===== src/rtl/lsu_master_pkg.sv =====
// Shared definitions for the load/store initiator: funct3 codes, FSM
// states, byte-lane size masks and small decode helpers.
package lsu_master_pkg;

   // RV32 funct3 encodings for loads and stores
   localparam logic [2:0] F3_B  = 3'b000;
   localparam logic [2:0] F3_H  = 3'b001;
   localparam logic [2:0] F3_W  = 3'b010;
   localparam logic [2:0] F3_BU = 3'b100;
   localparam logic [2:0] F3_HU = 3'b101;

   // Byte-lane masks for an access starting at lane 0
   localparam logic [3:0] MASK_B = 4'b0001;
   localparam logic [3:0] MASK_H = 4'b0011;
   localparam logic [3:0] MASK_W = 4'b1111;

   typedef enum logic [1:0] {
      ST_IDLE  = 2'd0,
      ST_BEAT0 = 2'd1,
      ST_BEAT1 = 2'd2,
      ST_RESP  = 2'd3
   } lsu_state_t;

   // Lane mask for the access size encoded in funct3[1:0]
   function automatic logic [3:0] size_mask(input logic [2:0] f3);
      case (f3[1:0])
         2'b00:   return MASK_B;
         2'b01:   return MASK_H;
         default: return MASK_W;
      endcase
   endfunction

   // Unsigned variants exist only for loads; 011/110/111 are never legal
   function automatic logic is_illegal(input logic we, input logic [2:0] f3);
      logic ill;
      case (f3)
         F3_B, F3_H, F3_W: ill = 1'b0;
         F3_BU, F3_HU:     ill = we;
         default:          ill = 1'b1;
      endcase
      return ill;
   endfunction

endpackage


===== src/rtl/lsu_master_align.sv =====
// Combinational lane steering: byte enables and positioned write data for
// both beats, the word-crossing flag, and extraction/extension of load data.
module lsu_master_align
   import lsu_master_pkg::*;
(
   input  logic [1:0]  off,
   input  logic [2:0]  funct3,
   input  logic [31:0] wdata,
   input  logic [31:0] hi,
   input  logic [31:0] lo,
   output logic [3:0]  be0,
   output logic [3:0]  be1,
   output logic [31:0] wdata0,
   output logic [31:0] wdata1,
   output logic        crossing,
   output logic [31:0] rdata
);

   logic [7:0]  be_wide;
   logic [63:0] wd_wide;
   logic [31:0] rd_sh;

   // Shift the lane mask and data across a two-word window; the upper word is the second beat
   always_comb begin
      be_wide  = {4'b0000, size_mask(funct3)} << off;
      wd_wide  = {32'h0, wdata} << {off, 3'b000};
      rd_sh    = 32'({hi, lo} >> {off, 3'b000});
      be0      = be_wide[3:0];
      be1      = be_wide[7:4];
      wdata0   = wd_wide[31:0];
      wdata1   = wd_wide[63:32];
      crossing = ((funct3[1:0] == 2'b01) && (off == 2'd3)) ||
                 ((funct3[1:0] == 2'b10) && (off != 2'd0));
      case (funct3[1:0])
         2'b00:   rdata = funct3[2] ? {24'h0, rd_sh[7:0]}  : {{24{rd_sh[7]}}, rd_sh[7:0]};
         2'b01:   rdata = funct3[2] ? {16'h0, rd_sh[15:0]} : {{16{rd_sh[15]}}, rd_sh[15:0]};
         default: rdata = rd_sh;
      endcase
   end

endmodule


===== src/rtl/lsu_master.sv =====
// Load/store initiator: accepts one RV32 load/store, issues one or two
// word-aligned memory beats with byte enables, and returns a one-cycle
// response carrying extended load data or an illegal-funct3 error.
module lsu_master
   import lsu_master_pkg::*;
#(
   parameter int ADDR_WIDTH = 32,
   parameter int DATA_WIDTH = 32
) (
   input  logic                  clk,
   input  logic                  reset,
   input  logic                  req_valid,
   output logic                  req_ready,
   input  logic                  req_we,
   input  logic [2:0]            req_funct3,
   input  logic [ADDR_WIDTH-1:0] req_addr,
   input  logic [DATA_WIDTH-1:0] req_wdata,
   output logic                  resp_valid,
   output logic [DATA_WIDTH-1:0] resp_rdata,
   output logic                  resp_err,
   output logic                  mem_req,
   output logic                  mem_we,
   output logic [ADDR_WIDTH-1:0] mem_addr,
   output logic [DATA_WIDTH-1:0] mem_wdata,
   output logic [3:0]            mem_be,
   input  logic                  mem_ack,
   input  logic [DATA_WIDTH-1:0] mem_rdata
);

   lsu_state_t            state;
   logic                  we_q;
   logic [2:0]            funct3_q;
   logic [1:0]            off_q;
   logic [DATA_WIDTH-1:0] wdata_q;
   logic [DATA_WIDTH-1:0] lo_q;
   logic [DATA_WIDTH-1:0] hi_q;

   logic [1:0]            sel_off;
   logic [2:0]            sel_funct3;
   logic [DATA_WIDTH-1:0] sel_wdata;
   logic [DATA_WIDTH-1:0] lo_next;
   logic [DATA_WIDTH-1:0] hi_next;

   logic [3:0]            be0;
   logic [3:0]            be1;
   logic [DATA_WIDTH-1:0] wdata0;
   logic [DATA_WIDTH-1:0] wdata1;
   logic                  crossing;
   logic [DATA_WIDTH-1:0] ext_rdata;

   // In IDLE steer the incoming request so beat 0 can be registered on accept;
   // during a beat fold in the word arriving now so the response is ready on the last ack
   always_comb begin
      sel_off    = (state == ST_IDLE)  ? req_addr[1:0] : off_q;
      sel_funct3 = (state == ST_IDLE)  ? req_funct3    : funct3_q;
      sel_wdata  = (state == ST_IDLE)  ? req_wdata     : wdata_q;
      lo_next    = (state == ST_BEAT0) ? mem_rdata     : lo_q;
      hi_next    = (state == ST_BEAT1) ? mem_rdata     : hi_q;
   end

   lsu_master_align u_align (
      .off      (sel_off),
      .funct3   (sel_funct3),
      .wdata    (sel_wdata),
      .hi       (hi_next),
      .lo       (lo_next),
      .be0      (be0),
      .be1      (be1),
      .wdata0   (wdata0),
      .wdata1   (wdata1),
      .crossing (crossing),
      .rdata    (ext_rdata)
   );

   // Control FSM with registered handshake outputs; beat 1 starts with one idle request cycle
   always_ff @(posedge clk or posedge reset) begin
      if (reset) begin
         state      <= ST_IDLE;
         we_q       <= 1'b0;
         funct3_q   <= 3'b000;
         off_q      <= 2'b00;
         wdata_q    <= '0;
         lo_q       <= '0;
         hi_q       <= '0;
         req_ready  <= 1'b1;
         resp_valid <= 1'b0;
         resp_rdata <= '0;
         resp_err   <= 1'b0;
         mem_req    <= 1'b0;
         mem_we     <= 1'b0;
         mem_addr   <= '0;
         mem_wdata  <= '0;
         mem_be     <= 4'b0000;
      end else begin
         case (state)
            ST_IDLE: begin
               if (req_valid && req_ready) begin
                  we_q      <= req_we;
                  funct3_q  <= req_funct3;
                  off_q     <= req_addr[1:0];
                  wdata_q   <= req_wdata;
                  lo_q      <= '0;
                  hi_q      <= '0;
                  req_ready <= 1'b0;
                  if (is_illegal(req_we, req_funct3)) begin
                     state      <= ST_RESP;
                     resp_valid <= 1'b1;
                     resp_err   <= 1'b1;
                  end else begin
                     state     <= ST_BEAT0;
                     mem_req   <= 1'b1;
                     mem_we    <= req_we;
                     mem_addr  <= {req_addr[ADDR_WIDTH-1:2], 2'b00};
                     mem_be    <= be0;
                     mem_wdata <= wdata0;
                  end
               end
            end
            ST_BEAT0: begin
               if (mem_ack) begin
                  lo_q <= mem_rdata;
                  if (crossing) begin
                     state     <= ST_BEAT1;
                     mem_req   <= 1'b0;
                     mem_addr  <= mem_addr + ADDR_WIDTH'(4);
                     mem_be    <= be1;
                     mem_wdata <= wdata1;
                  end else begin
                     state      <= ST_RESP;
                     mem_req    <= 1'b0;
                     mem_we     <= 1'b0;
                     mem_addr   <= '0;
                     mem_be     <= 4'b0000;
                     mem_wdata  <= '0;
                     resp_valid <= 1'b1;
                     resp_rdata <= we_q ? '0 : ext_rdata;
                  end
               end
            end
            ST_BEAT1: begin
               if (!mem_req) begin
                  mem_req <= 1'b1;
               end else if (mem_ack) begin
                  hi_q       <= mem_rdata;
                  state      <= ST_RESP;
                  mem_req    <= 1'b0;
                  mem_we     <= 1'b0;
                  mem_addr   <= '0;
                  mem_be     <= 4'b0000;
                  mem_wdata  <= '0;
                  resp_valid <= 1'b1;
                  resp_rdata <= we_q ? '0 : ext_rdata;
               end
            end
            ST_RESP: begin
               state      <= ST_IDLE;
               resp_valid <= 1'b0;
               resp_err   <= 1'b0;
               resp_rdata <= '0;
               req_ready  <= 1'b1;
            end
            default: begin
               state <= ST_IDLE;
            end
         endcase
      end
   end

endmodule


===== config.mk =====
export PLATFORM = sky130hd
export DESIGN_NAME = lsu_master
export DESIGN_NICKNAME = d
export VERILOG_FILES = /design/src/rtl/lsu_master_pkg.sv /design/src/rtl/lsu_master_align.sv /design/src/rtl/lsu_master.sv
export SDC_FILE = /design/constraint.sdc
export NUM_CORES = 1
export LEC_CHECK = 0
export ABC_AREA = 1
export CAP_MARGIN = 5
export CORE_UTILIZATION = 32
export CTS_BUF_LIST = sky130_fd_sc_hd__clkbuf_4
export CTS_CLUSTER_DIAMETER = 150
export DETAILED_ROUTE_END_ITERATION = 12
export PLACE_DENSITY_LB_ADDON = 0.12
export SYNTH_ARGS = -nofsm -noshare
export SYNTH_HDL_FRONTEND = slang
export SYNTH_SLANG_ARGS = --single-unit

===== constraint.sdc =====
create_clock -name clk -period 9.9 [get_ports clk]
set_input_delay 2.475 -clock clk [delete_from_list [all_inputs] [get_ports clk]]
set_output_delay 2.475 -clock clk [all_outputs]
set_load 0.01 [all_outputs]

==> results by group <==
Pwr
  – Register share of total power: 26.3%
  – Clk pwr share: 8.1%
  – Max VDD drop: 0.218 mV
  – Logic pwr share: 65.6%
  – Pwr per Cell Area: 384 mW/mm^2
  – P_int: 2.52 mW
  – Sw power: 2.96 mW
  – Switching Share: 54.1%
  – LEAKAGE: 6.48 nW

Outcome
  – Status: finished, final reports clean

Timing
  – Actual slew at the worst max-slew pin: 1130 ps
  – Hold Vio Cnt, Final: 0
  – RSZ-0062 raised after global routing: no
  – Final max-slew violation count: 0
  – Min cycle time layout: 4920 ps
  – Tcrit/Tclk final: 49.7%
  – Setup TNS: 0 ps
  – Skew final: 28.6 ps
  – Max frequency: 203 MHz
  – Max-Slew Margin vs Limit: 24.9%
  – Setup violators final: 0

Worst setup path
  – Crit-path max cell delay: 680 ps
  – Worst Path Arrival: 5430 ps
  – CP Class: primary input to flip-flop
  – Worst Path Max Fanout: 92
  – Worst EP required: 10410 ps
  – Slowest CP cell: buf_4
  – Critical Path Sink Type: flip-flop
  – CP cell instances: clkdlybuf4s50_1 -> inv_1 -> nand2_1 -> o21ai_4 -> buf_4 -> nor2_1 -> nand2_1 -> nand2_4 -> nand2_4 -> nand2_1 -> nand2_1 -> nand2_1
  – CP Launch Type: primary input
  – Worst r2r dst: resp_rdata[26]$_DFFE_PP0P_
  – FF-to-FF Start: state[0]$_DFFE_PP0P_
  – Worst path most repeated cell: nand2_1
  – Worst R2R Setup Slack: 6060 ps
  – Path depth of the worst reg2reg path: 13

Floorplanning
  – I/O pin total: 209
  – Vert. Die Dim: 194 um
  – Initial Util: 32.8%
  – Core area: 0.0359 mm^2
  – Chip Width: 194 um
  – Die area: 0.0375 mm^2
  – Rows: 69

GRT
  – Initial antenna violation count: 1
  – Global route overflow: 0
  – Gr usage total: 22.0%
  – Largest net degree at the start of global routing: 129
  – Number of global-route vias before repair: 11100
  – First-pass GRT wire length: 64.2 mm

Yosys
  – Synth unique cells: 43
  – Prevailing post-synth register cell: dfrtp_1
  – Synthesized flop and latch total: 199
  – Synth warn: 0
  – Post-Syn Area: 0.0118 mm^2
  – Avg Inst Size Synth: 6.84 um^2
  – Post-synth ARST share: 100%
  – EDFF count, synth: 0
  – Cell count after synthesis: 1721
  – Post-synthesis sequential area ratio: 42.3%

Worst hold path
  – Hold endpoint: wdata_q[12]$_DFFE_PP0P_
  – Worst hold stages: 2
  – HP Start: wdata_q[12]$_DFFE_PP0P_
  – Hold/Removal Path Class: flip-flop to flip-flop

Finish
  – Design Area, Final: 0.0143 mm^2
  – Synth-to-layout area growth: 21.5%
  – Most frequent cells in the layout: 592 x nand2_1, 222 x o21ai_0, 206 x clkdlybuf4s50_1
  – Fillers: 3860
  – Multi-input gate area: 0.00584 mm^2
  – Share of cells above drive strength 1: 4.55%
  – Register Area: 0.00498 mm^2
  – Commonest non-fill, non-tap cell in the layout: nand2_1
  – Post-layout util: 39.8%
  – Nets@finish: 1966

Place
  – Routability congestion estimate: 0.939
  – PortBufs: 206
  – DP Area: 0.0140 mm^2
  – Final HPWL DP: 28.9 mm

Drt
  – Initial DRT Pass Iterations: 5
  – First DRT Iteration DRCs: 798
  – Routed via count: 11500
  – Post-route DRC: 0
  – DRT antenna net count: 0
  – Routed len/inst: 17.3 um
  – Post-DR vias/cell: 4.95
  – Final WL: 40.3 mm

Clock network
  – Htree depth: 4
  – Post_cts resized: 0
  – Clock Path Buffers: 2
  – CTS root buf: clkbuf_4
  – Postcts setup bufs: 0
  – Clk sinks: 199
  – Hold buffers post-CTS: 0
  – CTS tree: yes
  – Cts bufs inserted: 17
  – Clk Latency, worst-skew pair: 630 ps
  – Clock transition at path regs: 150 ps

Flow run
  – Max Cap Violations: 0
==> worst max-delay path by stage <==
stage | from | endpoint | slack, ps | cells after the start
after floorplan | reset | funct3_q[0]$_DFFE_PP0P_ | 2000 | 1
after global placement | req_addr[0] | resp_rdata[19]$_DFFE_PP0P_ | 4370 | 12
after detailed placement | req_addr[0] | resp_rdata[5]$_DFFE_PP0P_ | 4330 | 12
after CTS | req_addr[0] | resp_rdata[26]$_DFFE_PP0P_ | 5020 | 12
after global routing | req_addr[0] | resp_rdata[2]$_DFFE_PP0P_ | 4650 | 12
final | req_addr[0] | resp_rdata[26]$_DFFE_PP0P_ | 4980 | 12
==> worst max-delay path: cells and delay by family <==
family / cells / cell delay (ps)
AND/OR/NAND/NOR: 8 / 1600
buffers and inverters: 3 / 1220
AO/OA/AOI/OAI: 1 / 80
==> synthesized netlist by cell type, types with 2 or more instances <==
library cell / n / area (um^2)
nand2_1: 593 / 2230
o21ai_0: 222 / 1110
dfrtp_1: 198 / 4950
nor2_1: 170 / 638
nand3_1: 117 / 586
inv_1: 111 / 417
a21oi_1: 95 / 475
buf_2: 52 / 260
clkbuf_1: 35 / 131
a31oi_1: 18 / 113
and2_1: 8 / 50.1
buf_6: 7 / 78.8
nand4_1: 7 / 43.8
o22ai_1: 7 / 43.8
inv_2: 6 / 22.5
buf_4: 5 / 37.5
ha_1: 5 / 62.6
nand3b_1: 5 / 37.5
xor2_1: 5 / 43.8
mux2_2: 4 / 45.0
nand2_2: 4 / 25.0
nor3_1: 4 / 20.0
o211ai_1: 4 / 30.0
o21ai_1: 4 / 20.0
o21ai_2: 4 / 35.0
or2_2: 4 / 25.0
buf_1: 3 / 11.3
o21bai_1: 3 / 22.5
a21oi_2: 2 / 17.5
inv_4: 2 / 12.5
nand2_4: 2 / 22.5
nand3_2: 2 / 20.0
nor2_2: 2 / 12.5
xnor2_1: 2 / 17.5
==> logic make-up after synthesis <==
logic type | Yosys count | synth area share [%]
other | 1 | 0.0319
adder cells (fa/ha/maj) | 5 | 0.532
buffers and inverters | 223 | 8.33
multiplexers | 4 | 0.383
AND/OR/NAND/NOR | 921 | 31.9
AO/OA/AOI/OAI | 361 | 16.0
flip-flops | 199 | 42.3
XOR/XNOR | 7 | 0.521
==> metal layers <==
layer  vias to the layer above  part of all wire [%]  track usage [%]
met1                      5428                    45             28.4
li1                       5800                     -                -
met5                         -                     0                0
met2                       272                    50             38.0
met3                        35                   3.6             3.25
met4                         0                   2.1             6.01
==> sequential cells by signal (all words and copies together) (netlist names) <==
signal / count
lo_q: 32
mem_wdata: 32
resp_rdata: 32
wdata_q: 32
mem_addr: 30
hi_q: 24
mem_be: 4
funct3_q: 3
off_q: 2
state: 2
mem_req: 1
mem_we: 1
req_ready: 1
resp_err: 1
resp_valid: 1
we_q: 1
==> through the flow <==
| step | setup slack, ps | power, mW | instances | hold slack (ps) |
|---|---|---|---|---|
| after floorplan | 2000 | 3.85 | 1722 | 448 |
| after global placement | 4370 | 5.06 | 2299 | 464 |
| after detailed placement | 4330 | 5.09 | 2299 | 469 |
| after CTS | 5020 | 5.55 | 2331 | 504 |
| after global routing | 4650 | 6.03 | 2332 | 528 |
| final | 4980 | 5.48 | 2332 | 502 |
==> power by group through the flow <==
stage | Combinational [mW] | Clock, mW | Sequential, mW
6_report | 3.60 | 0.444 | 1.44
4_1_cts | 3.64 | 0.465 | 1.44
3_3_place_gp | 3.60 | 0 | 1.46
3_5_place_dp | 3.63 | 0 | 1.46
2_1_floorplan | 2.38 | 0 | 1.47
5_1_grt | 4.05 | 0.492 | 1.49
==> area by class of cell <==
type | instances | area share, %
multi-input cells | 1300 | 40.9
inverters | 120 | 3.24
clock inverters | 13 | 0.867
diodes | 1 | 0.0175
well taps | 461 | 4.04
repair buffers | 219 | 15.1
flip-flops and latches | 199 | 34.9
clock buffers | 19 | 0.998
(Power assumes the default switching activity.)
